===== src/rtl/divide_share_arbiter.sv =====
// divide_share_arbiter: two AXI-stream requesters share one divider through packet-granular
// round-robin; an in-order tag FIFO steers results back. Option macro: DIVIDE_SHARE_ZERO_FORCE_EN.
module divide_share_arbiter #(
    parameter int unsigned MAX_INFLIGHT = 16
) (
    input  logic        clk,
    input  logic        reset,
    input  logic        clear,
    input  logic [47:0] i0_tdata,
    input  logic        i0_tlast,
    input  logic        i0_tvalid,
    output logic        i0_tready,
    input  logic [47:0] i1_tdata,
    input  logic        i1_tlast,
    input  logic        i1_tvalid,
    output logic        i1_tready,
    output logic [47:0] div_tdata,
    output logic        div_tlast,
    output logic        div_tvalid,
    input  logic        div_tready,
    input  logic [47:0] dout_tdata,
    input  logic        dout_tuser,
    input  logic        dout_tlast,
    input  logic        dout_tvalid,
    output logic        dout_tready,
    output logic [47:0] o0_tdata,
    output logic        o0_tuser,
    output logic        o0_tlast,
    output logic        o0_tvalid,
    input  logic        o0_tready,
    output logic [47:0] o1_tdata,
    output logic        o1_tuser,
    output logic        o1_tlast,
    output logic        o1_tvalid,
    input  logic        o1_tready
);
    localparam int unsigned AW = $clog2(MAX_INFLIGHT);

    typedef enum logic [1:0] {IDLE, GRANT0, GRANT1} state_t;

    state_t                  state_q, state_d;
    logic                    last_grant_q, last_grant_d;
    logic [AW:0]             wr_ptr_q, wr_ptr_d;
    logic [AW:0]             rd_ptr_q, rd_ptr_d;
    logic [MAX_INFLIGHT-1:0] tag_q, tag_d;

    logic        tag_full, tag_empty, head, head_ready;
    logic        granted, grant_id, blocked, push, pop;
    logic [47:0] in_tdata;
    logic        in_tlast, in_tvalid;
    logic [47:0] res_tdata;

    assign tag_full   = (wr_ptr_q[AW] != rd_ptr_q[AW]) && (wr_ptr_q[AW-1:0] == rd_ptr_q[AW-1:0]);
    assign tag_empty  = (wr_ptr_q == rd_ptr_q);
    assign head       = tag_q[rd_ptr_q[AW-1:0]];
    assign head_ready = head ? o1_tready : o0_tready;

`ifdef DIVIDE_SHARE_ZERO_FORCE_EN
    assign res_tdata = dout_tuser ? '0 : dout_tdata;
`else
    assign res_tdata = dout_tdata;
`endif

    assign o0_tdata = res_tdata;
    assign o0_tuser = dout_tuser;
    assign o0_tlast = dout_tlast;
    assign o1_tdata = res_tdata;
    assign o1_tuser = dout_tuser;
    assign o1_tlast = dout_tlast;

    always_comb begin
        granted   = (state_q == GRANT0) || (state_q == GRANT1);
        grant_id  = (state_q == GRANT1);
        in_tdata  = grant_id ? i1_tdata  : i0_tdata;
        in_tlast  = grant_id ? i1_tlast  : i0_tlast;
        in_tvalid = grant_id ? i1_tvalid : i0_tvalid;

        // Words returning with no tag were issued before a flush: sink them silently.
        dout_tready = tag_empty | head_ready;
        o0_tvalid   = dout_tvalid & !tag_empty & !head;
        o1_tvalid   = dout_tvalid & !tag_empty & head;
        pop         = dout_tvalid & !tag_empty & head_ready;

        // A pop in the same cycle frees the slot, so a full FIFO does not block issue then.
        blocked    = tag_full & !pop;
        div_tdata  = in_tdata;
        div_tlast  = in_tlast;
        div_tvalid = granted & in_tvalid & !blocked;
        i0_tready  = (state_q == GRANT0) & div_tready & !blocked;
        i1_tready  = (state_q == GRANT1) & div_tready & !blocked;
        push       = div_tvalid & div_tready;

        state_d      = state_q;
        last_grant_d = last_grant_q;
        wr_ptr_d     = wr_ptr_q;
        rd_ptr_d     = rd_ptr_q;
        tag_d        = tag_q;

        case (state_q)
            IDLE: begin
                if (i0_tvalid && i1_tvalid) state_d = last_grant_q ? GRANT0 : GRANT1;
                else if (i0_tvalid)         state_d = GRANT0;
                else if (i1_tvalid)         state_d = GRANT1;
            end
            GRANT0, GRANT1: begin
                if (push && in_tlast) begin
                    state_d      = IDLE;
                    last_grant_d = grant_id;
                end
            end
            default: state_d = IDLE;
        endcase

        if (push) begin
            tag_d[wr_ptr_q[AW-1:0]] = grant_id;
            wr_ptr_d                = wr_ptr_q + (AW+1)'(1);
        end
        if (pop) rd_ptr_d = rd_ptr_q + (AW+1)'(1);
    end

    always_ff @(posedge clk) begin
        if (reset || clear) begin
            state_q      <= IDLE;
            last_grant_q <= 1'b1;
            wr_ptr_q     <= '0;
            rd_ptr_q     <= '0;
            tag_q        <= '0;
        end else begin
            state_q      <= state_d;
            last_grant_q <= last_grant_d;
            wr_ptr_q     <= wr_ptr_d;
            rd_ptr_q     <= rd_ptr_d;
            tag_q        <= tag_d;
        end
    end
endmodule


===== config.mk =====
export PLATFORM = sky130hd
export DESIGN_NAME = divide_share_arbiter
export DESIGN_NICKNAME = d
export VERILOG_FILES = /design/src/rtl/divide_share_arbiter.sv
export SDC_FILE = /design/constraint.sdc
export NUM_CORES = 1
export LEC_CHECK = 0
export ABC_AREA = 1
export BUFFER_PORTS_ARGS = -buffer_cell sky130_fd_sc_hd__buf_4
export CAP_MARGIN = 25
export CORE_AREA = 2 2 122 124
export CTS_CLUSTER_SIZE = 16
export DETAILED_ROUTE_END_ITERATION = 10
export DIE_AREA = 0 0 124 126
export GPL_TIMING_DRIVEN = 0
export MAX_ROUTING_LAYER = met4
export RECOVER_POWER = 50
export SLEW_MARGIN = 30
export SYNTH_ARGS = -nofsm -noshare
export SYNTH_HDL_FRONTEND = slang
export SYNTH_SLANG_ARGS = --single-unit

===== constraint.sdc =====
create_clock -name clk -period 2.19 [get_ports clk]
set_input_delay 0.1095 -clock clk [delete_from_list [all_inputs] [get_ports clk]]
set_output_delay 0.1095 -clock clk [all_outputs]
set_load 0.02 [all_outputs]

==> impl_metrics.env, run 1 <==
export IMPL_cts_tree="yes"
export IMPL_antenna_found_initial=1
export IMPL_setup_viol=0
export IMPL_drt_initial_drc_count=216
export IMPL_hold_violations=0
export IMPL_wl_met3_mm=1.01
export IMPL_power_mw=2.53
export IMPL_critical_path_max_stage_delay_ns=0.33
export IMPL_initial_core_util_pct=22.1
export IMPL_clockBufferDepth=2
export IMPL_grt_overflow=0
export IMPL_grt_usage_pct=15.5
export IMPL_drive_above_1_share_pct=39.0
export IMPL_syn_inst=543
export IMPL_yosys_top_cells_area="nand2_1 (26%), buf_4 (24%), dfxtp_1 (18%)"
export IMPL_arrival_ns=1.94
export IMPL_worst_slew_margin_rel_pct=61.7
export IMPL_layout_nets=982
export IMPL_wirelength_met1_mm=5.19
export IMPL_final_min_clock_period_ns=2.05
export IMPL_crit_path_max_fanout=10
export IMPL_cts_root_buffer="clkbuf_16"
export IMPL_highest_layer="met4"
export IMPL_finalSetupTns_ns=0
export IMPL_synth_most_common_cell="nand2_1"
export IMPL_synth_flop_cell="dfxtp_1"
export IMPL_routed_wl_mm=12.7
export IMPL_detail_route_antenna_nets=0
export IMPL_num_vias=4036
export IMPL_period_share_pct=93.6
export IMPL_synthesis_area_um2=3160
export IMPL_cp_end_kind="output port"
export IMPL_timing_hold_ws_ns=0.224
export IMPL_cts_buffers=5
export IMPL_preCtsSetupSlack_ns=0.0761
export IMPL_syn_avg_cell_area_um2=5.82
export IMPL_hp_class="primary input to flop"
export IMPL_dr_wl_met2_mm=6.34
export IMPL_cp_top_family="buffers and inverters"
export IMPL_io_pins=312
export IMPL_fin_area_um2=5300
export IMPL_outcome="finished, final reports clean"
export IMPL_synth_top_area_share_pct=26.4
export IMPL_yosysWarnings=0
export IMPL_crit_type="flop to output port"
export IMPL_start_kind="flop"
export IMPL_finalMaxSlewViolations=0
export IMPL_path_buf_inv=4
export IMPL_grt_pass1_wl_mm=18.3
export IMPL_grt_pass1_vias=3669
export IMPL_max_freq_ghz=0.488
export IMPL_crit_required_ns=2.08
export IMPL_clk_latency_ns=0.28
export IMPL_drc=0
export IMPL_drv_cap=0
export IMPL_async_flop_share_pct=0
export IMPL_worst_slack_ns=0.140
export IMPL_area_growth_pct=67.7
export IMPL_slowest_stage="clkbuf_2"
export IMPL_place_congestion=0.839
export IMPL_rows=44
export IMPL_die_x_um=124
export IMPL_clkTransAtPathRegs_ns=0.06
export IMPL_cts_sinks=29
export IMPL_ys_top_cells_by_count="nand2_1 (222), buf_4 (100), nor2_1 (46)"
export IMPL_path_cells="inv_1 -> ha_1 -> clkbuf_2 -> clkbuf_2 -> nand2_1 -> nand2_1 -> buf_4"
export IMPL_worst_pin_slew_ns=0.573
export IMPL_hpwl_mm=10.7
export IMPL_seqCellArea_um2=586
export IMPL_io_buffer_count=261
export IMPL_synth_edff_count=0
export IMPL_n_fill_cell=1663
export IMPL_syn_nets=708
export IMPL_die_height_um=126
export IMPL_cts_hold_buf=0
export IMPL_multiInputGateArea_um2=1590
export IMPL_yosysSeqAreaShare_pct=18.4
export IMPL_coreArea_um2=14300
export IMPL_synth_distinct_cells=28
export IMPL_viasPerCell=4.02
export IMPL_wl_per_cell_um=12.7
export IMPL_htree_levels=2
export IMPL_yosys_area_top_type="nand2_1"
export IMPL_synth_seq_cells=29
export IMPL_p_leak_nw=2.95
export IMPL_p_per_area_nw_per_um2=478
export IMPL_postPlaceCellArea_um2=5350
export IMPL_peakVddDrop_mv=0.326
export IMPL_grt_max_degree=11
export IMPL_first_pass_iters=4
export IMPL_dieArea_um2=15600
export IMPL_skew_ns=0.00658
==> worst paths after layout <==
check	start	end	slack, ns	depth (start not counted)
worst max-delay path	state_q[0]$_SDFFE_PP0P_	div_tdata[37]	0.14	7
worst min-delay path	reset	rd_ptr_q[2]$_SDFFE_PP0P_	0.22	4
worst max register to register	rd_ptr_q[0]$_SDFFE_PP0P_	tag_q[11]$_SDFFE_PP0P_	0.18	15
worst min register to register	last_grant_q$_SDFFE_PP1P_	last_grant_q$_SDFFE_PP1P_	0.47	2
==> final cells by class <==
type                       instances  area share [%]
antenna                            1          0.0472
buffer                           118            16.1
clock buffer                       5            2.36
clock inverter                     3            1.23
inverter                          45            3.28
multi-input combinational        351            30.1
sequential                        29            11.0
tap                              184            4.34
timing repair buffer             267            31.5
==> tightest hold or removal path, delay by kind of cell <==
| family | cells | cell delay, ns |
|---|---|---|
| buffers and inverters | 1 | 0.08 |
| AND/OR/NAND/NOR | 1 | 0.12 |
| AO/OA/AOI/OAI | 2 | 0.15 |
==> flip-flops by register name, indices dropped and copies added (netlist names) <==
register,cells
rd_ptr_q,5
wr_ptr_q,5
state_q,2
tag_q,16
last_grant_q,1
==> per-layer routing <==
layer,vias to the layer above,global-route usage [%]
met4,0,4.23
met5,-,-
met3,9,3.13
met2,176,26.7
met1,1758,18.1
li1,2093,-
==> power by group <==
| group | internal (mW) | total, mW | leakage, nW | switching, mW |
|---|---|---|---|---|
| logic | 0.495 | 1.09 | 2.63 | 0.599 |
| registers | 0.532 | 0.537 | 0.235 | 0.00474 |
| clock network | 0.649 | 0.901 | 0.0938 | 0.252 |
| total | 1.68 | 2.53 | 2.95 | 0.856 |
==> timing repair <==
| action | 4_1_cts | 5_1_grt |
|---|---|---|
| gates resized for setup | 1 | 25 |
| setup endpoints to repair | 48 | 73 |
| buffers inserted | 0 | 4 |
| hold endpoints to repair | 0 | 0 |
| pin swaps | 0 | 4 |
| cloned | 0 | 2 |
==> metrics by stage <==
step | util [%] | cells
floorplan | - | 543
global placement | 37.4 | 988
detailed placement | 37.4 | 988
CTS | 38.7 | 996
global route | 37.0 | 1003
finish | 37.0 | 1003
==> cell usage in the layout, fill, tap and decap left out, types with 3 or more instances in the layout <==
cell type / instances
dfxtp_1: 27
inv_2: 3
clkbuf_16: 5
nand3_1: 30
nand2_4: 4
buf_6: 4
clkbuf_1: 96
ha_1: 8
o21ai_0: 9
inv_1: 38
a21oi_1: 12
clkbuf_2: 6
xor2_1: 3
buf_4: 276
nand3_2: 5
nor2_1: 46
nand2_1: 222
==> cells by family after synthesis <==
family / synth area share, %
buf+inv: 32.2
simple gates: 41.3
flops: 18.4
xor+xnor: 1.11
compound gates: 3.88
fa+ha+maj: 3.17
Power figures use the tool's default switching activity.
==> inputs of run 2 (changes only) <==
SETUP_SLACK_MARGIN = 0.15   (was not set)
==> run 2 against run 1 <==
Net effect:
- global-route usage barely moved
- clock skew fell by 0.00071 ns
- sequential share of layout area fell by 0.23 points
- worst setup slack improved by 0.026 ns
- sequential cell count did not move
- critical path type is now flop to flop
- largest power group unchanged
- highest routed layer unchanged
==> impl_metrics.env, run 2 (synthesized netlist as in run 1, its figures left out) <==
export IMPL_detail_route_antenna_nets=0
export IMPL_io_pins=312
export IMPL_layout_common_cells="buf_4 (276), nand2_1 (213), clkbuf_1 (93)"
export IMPL_clkTransAtPathRegs_ns=0.05
export IMPL_cts_buffers=5
export IMPL_viasPerCell=4.05
export IMPL_path_buf_inv=3
export IMPL_rows=44
export IMPL_peakVddDrop_mv=0.335
export IMPL_clockBufferDepth=2
export IMPL_final_min_clock_period_ns=2.02
export IMPL_worst_pin_slew_ns=0.580
export IMPL_cp_top_family="simple AND/OR/NAND/NOR gates"
export IMPL_hold_path_depth=4
export IMPL_crit_required_ns=2.37
export IMPL_hp_class="primary input to flop"
export IMPL_setup_viol=0
export IMPL_critical_path_max_stage_delay_ns=0.38
export IMPL_crit_path_max_fanout=5
export IMPL_cts_tree="yes"
export IMPL_finalMaxSlewViolations=0
export IMPL_reg_largest_list="tag_q x16, rd_ptr_q x5, wr_ptr_q x5"
export IMPL_skew_ns=0.00587
export IMPL_cts_hold_buf=0
export IMPL_layout_nets=985
export IMPL_htree_levels=2
export IMPL_first_pass_iters=5
export IMPL_num_vias=4076
export IMPL_drt_initial_drc_count=172
export IMPL_worst_slew_margin_rel_pct=61.2
export IMPL_routed_wl_mm=12.9
export IMPL_clk_latency_ns=0.28
export IMPL_outcome="finished, final reports clean"
export IMPL_start_kind="flop"
export IMPL_period_share_pct=92.5
export IMPL_cts_sinks=29
export IMPL_multiInputGateArea_um2=1710
export IMPL_crit_path_frequent_cell="nand2_4"
export IMPL_die_height_um=126
export IMPL_arrival_ns=2.20
export IMPL_cp_depth=17
export IMPL_wl_per_cell_um=12.8
export IMPL_cp_end_kind="flop"
export IMPL_grt_usage_pct=15.5
export IMPL_place_congestion=0.839
export IMPL_antenna_found_initial=1
export IMPL_layout_commonest_cell="buf_4"
export IMPL_hold_violations=0
export IMPL_drv_cap=0
export IMPL_max_freq_ghz=0.494
export IMPL_area_growth_pct=72.4
export IMPL_drive_above_1_share_pct=42.3
export IMPL_top_register="tag_q"
export IMPL_crit_type="flop to flop"
export IMPL_layout_cells_non_filler=1006
export IMPL_cts_root_buffer="clkbuf_16"
export IMPL_io_buffer_count=261
export IMPL_grt_overflow=0
export IMPL_p_leak_nw=2.98
export IMPL_n_fill_cell=1638
export IMPL_seqCellArea_um2=589
export IMPL_grt_max_degree=11
export IMPL_initial_core_util_pct=22.1
export IMPL_reg2reg_depth=17
export IMPL_hpwl_mm=10.7
export IMPL_p_per_area_nw_per_um2=467
export IMPL_grt_pass1_wl_mm=18.4
export IMPL_largest_register_ffs=16
export IMPL_coreArea_um2=14300
export IMPL_rsz0062_at_grt="yes"
export IMPL_die_x_um=124
export IMPL_drc=0
export IMPL_slowest_stage="dfxtp_4"
export IMPL_grt_pass1_vias=3681
export IMPL_finalSetupTns_ns=0
export IMPL_placedCellCount=988
export IMPL_dieArea_um2=15600
export IMPL_path_cells="buf_6 -> nand2_2 -> nand3_2 -> nand2_1 -> nand2_1 -> nand2_2 -> inv_4 -> nand2_4 -> nand2_4 -> nand3_4 -> nand2_4 -> nand2_4 -> nor2_4 -> buf_8 -> nand3_2 -> nor2_1 -> nor2_1"
run 2: cell types whose count changed in the layout (fill, tap and decap cells not counted), sizes merged:
| cell | previous run | this run |
|---|---|---|
| buf | 282 | 285 |
| clkinv | 3 | 2 |
| inv | 43 | 44 |
run 2: area by class of cell:
type | count | share of cell area, %
clock inverters | 3 | 1.19
plain buffers | 118 | 15.9
repair buffers | 270 | 31.0
diodes | 1 | 0.0459
flip-flops and latches | 29 | 10.8
clock buffers | 5 | 2.30
well taps | 184 | 4.23
inverters | 45 | 3.19
multi-input cells | 351 | 31.3
run 2: what timing repair did:
action                     CTS  global route
resized for setup           10            54
setup endpoints to repair   67            68
cloned                       0             3
buffers inserted             0             6
pin swaps                    0            26
run 2: power by group:
part           leakage (nW)  total (mW)  internal, mW  switching (mW)
Sequential            0.236       0.536         0.531         0.00490
Clock                0.0938       0.902         0.649           0.253
Combinational          2.65        1.11         0.502           0.604
run 2: stage by stage:
step	hold WS (ns)	util [%]	worst slack, ns	cell area [µm²]	power, mW
2_1_floorplan	0.332	-	0.432	3160	1.18
3_3_place_gp	0.416	37.4	0.0860	5350	1.72
3_5_place_dp	0.416	37.4	0.0761	5350	1.72
4_1_cts	0.220	38.8	0.151	5560	2.63
5_1_grt	0.249	38.1	-0.0140	5450	2.67
6_report	0.219	38.1	0.165	5450	2.54
run 2: path summary, 6_finish.rpt:
check                           start                  endpoint  slack [ns]
max          rd_ptr_q[0]$_SDFFE_PP0P_    tag_q[12]$_SDFFE_PP0P_        0.17
min                             reset  rd_ptr_q[2]$_SDFFE_PP0P_        0.22
max reg2reg  rd_ptr_q[0]$_SDFFE_PP0P_    tag_q[12]$_SDFFE_PP0P_        0.17
min reg2reg    tag_q[15]$_SDFFE_PP0P_    tag_q[15]$_SDFFE_PP0P_        0.46
run 2: tightest hold or removal path, stage by stage:
cell	delay (ns)
buf_4	0.08
nor2_1	0.12
o21ai_0	0.11
a21oi_1	0.04
run 2: routing by layer:
metal,vias up,routed length (µm),global-route usage [%]
met1,1779,5110,18.1
met3,12,1070,3.13
li1,2097,-,-
met5,-,0,-
met4,0,184,4.23
met2,188,6510,26.8
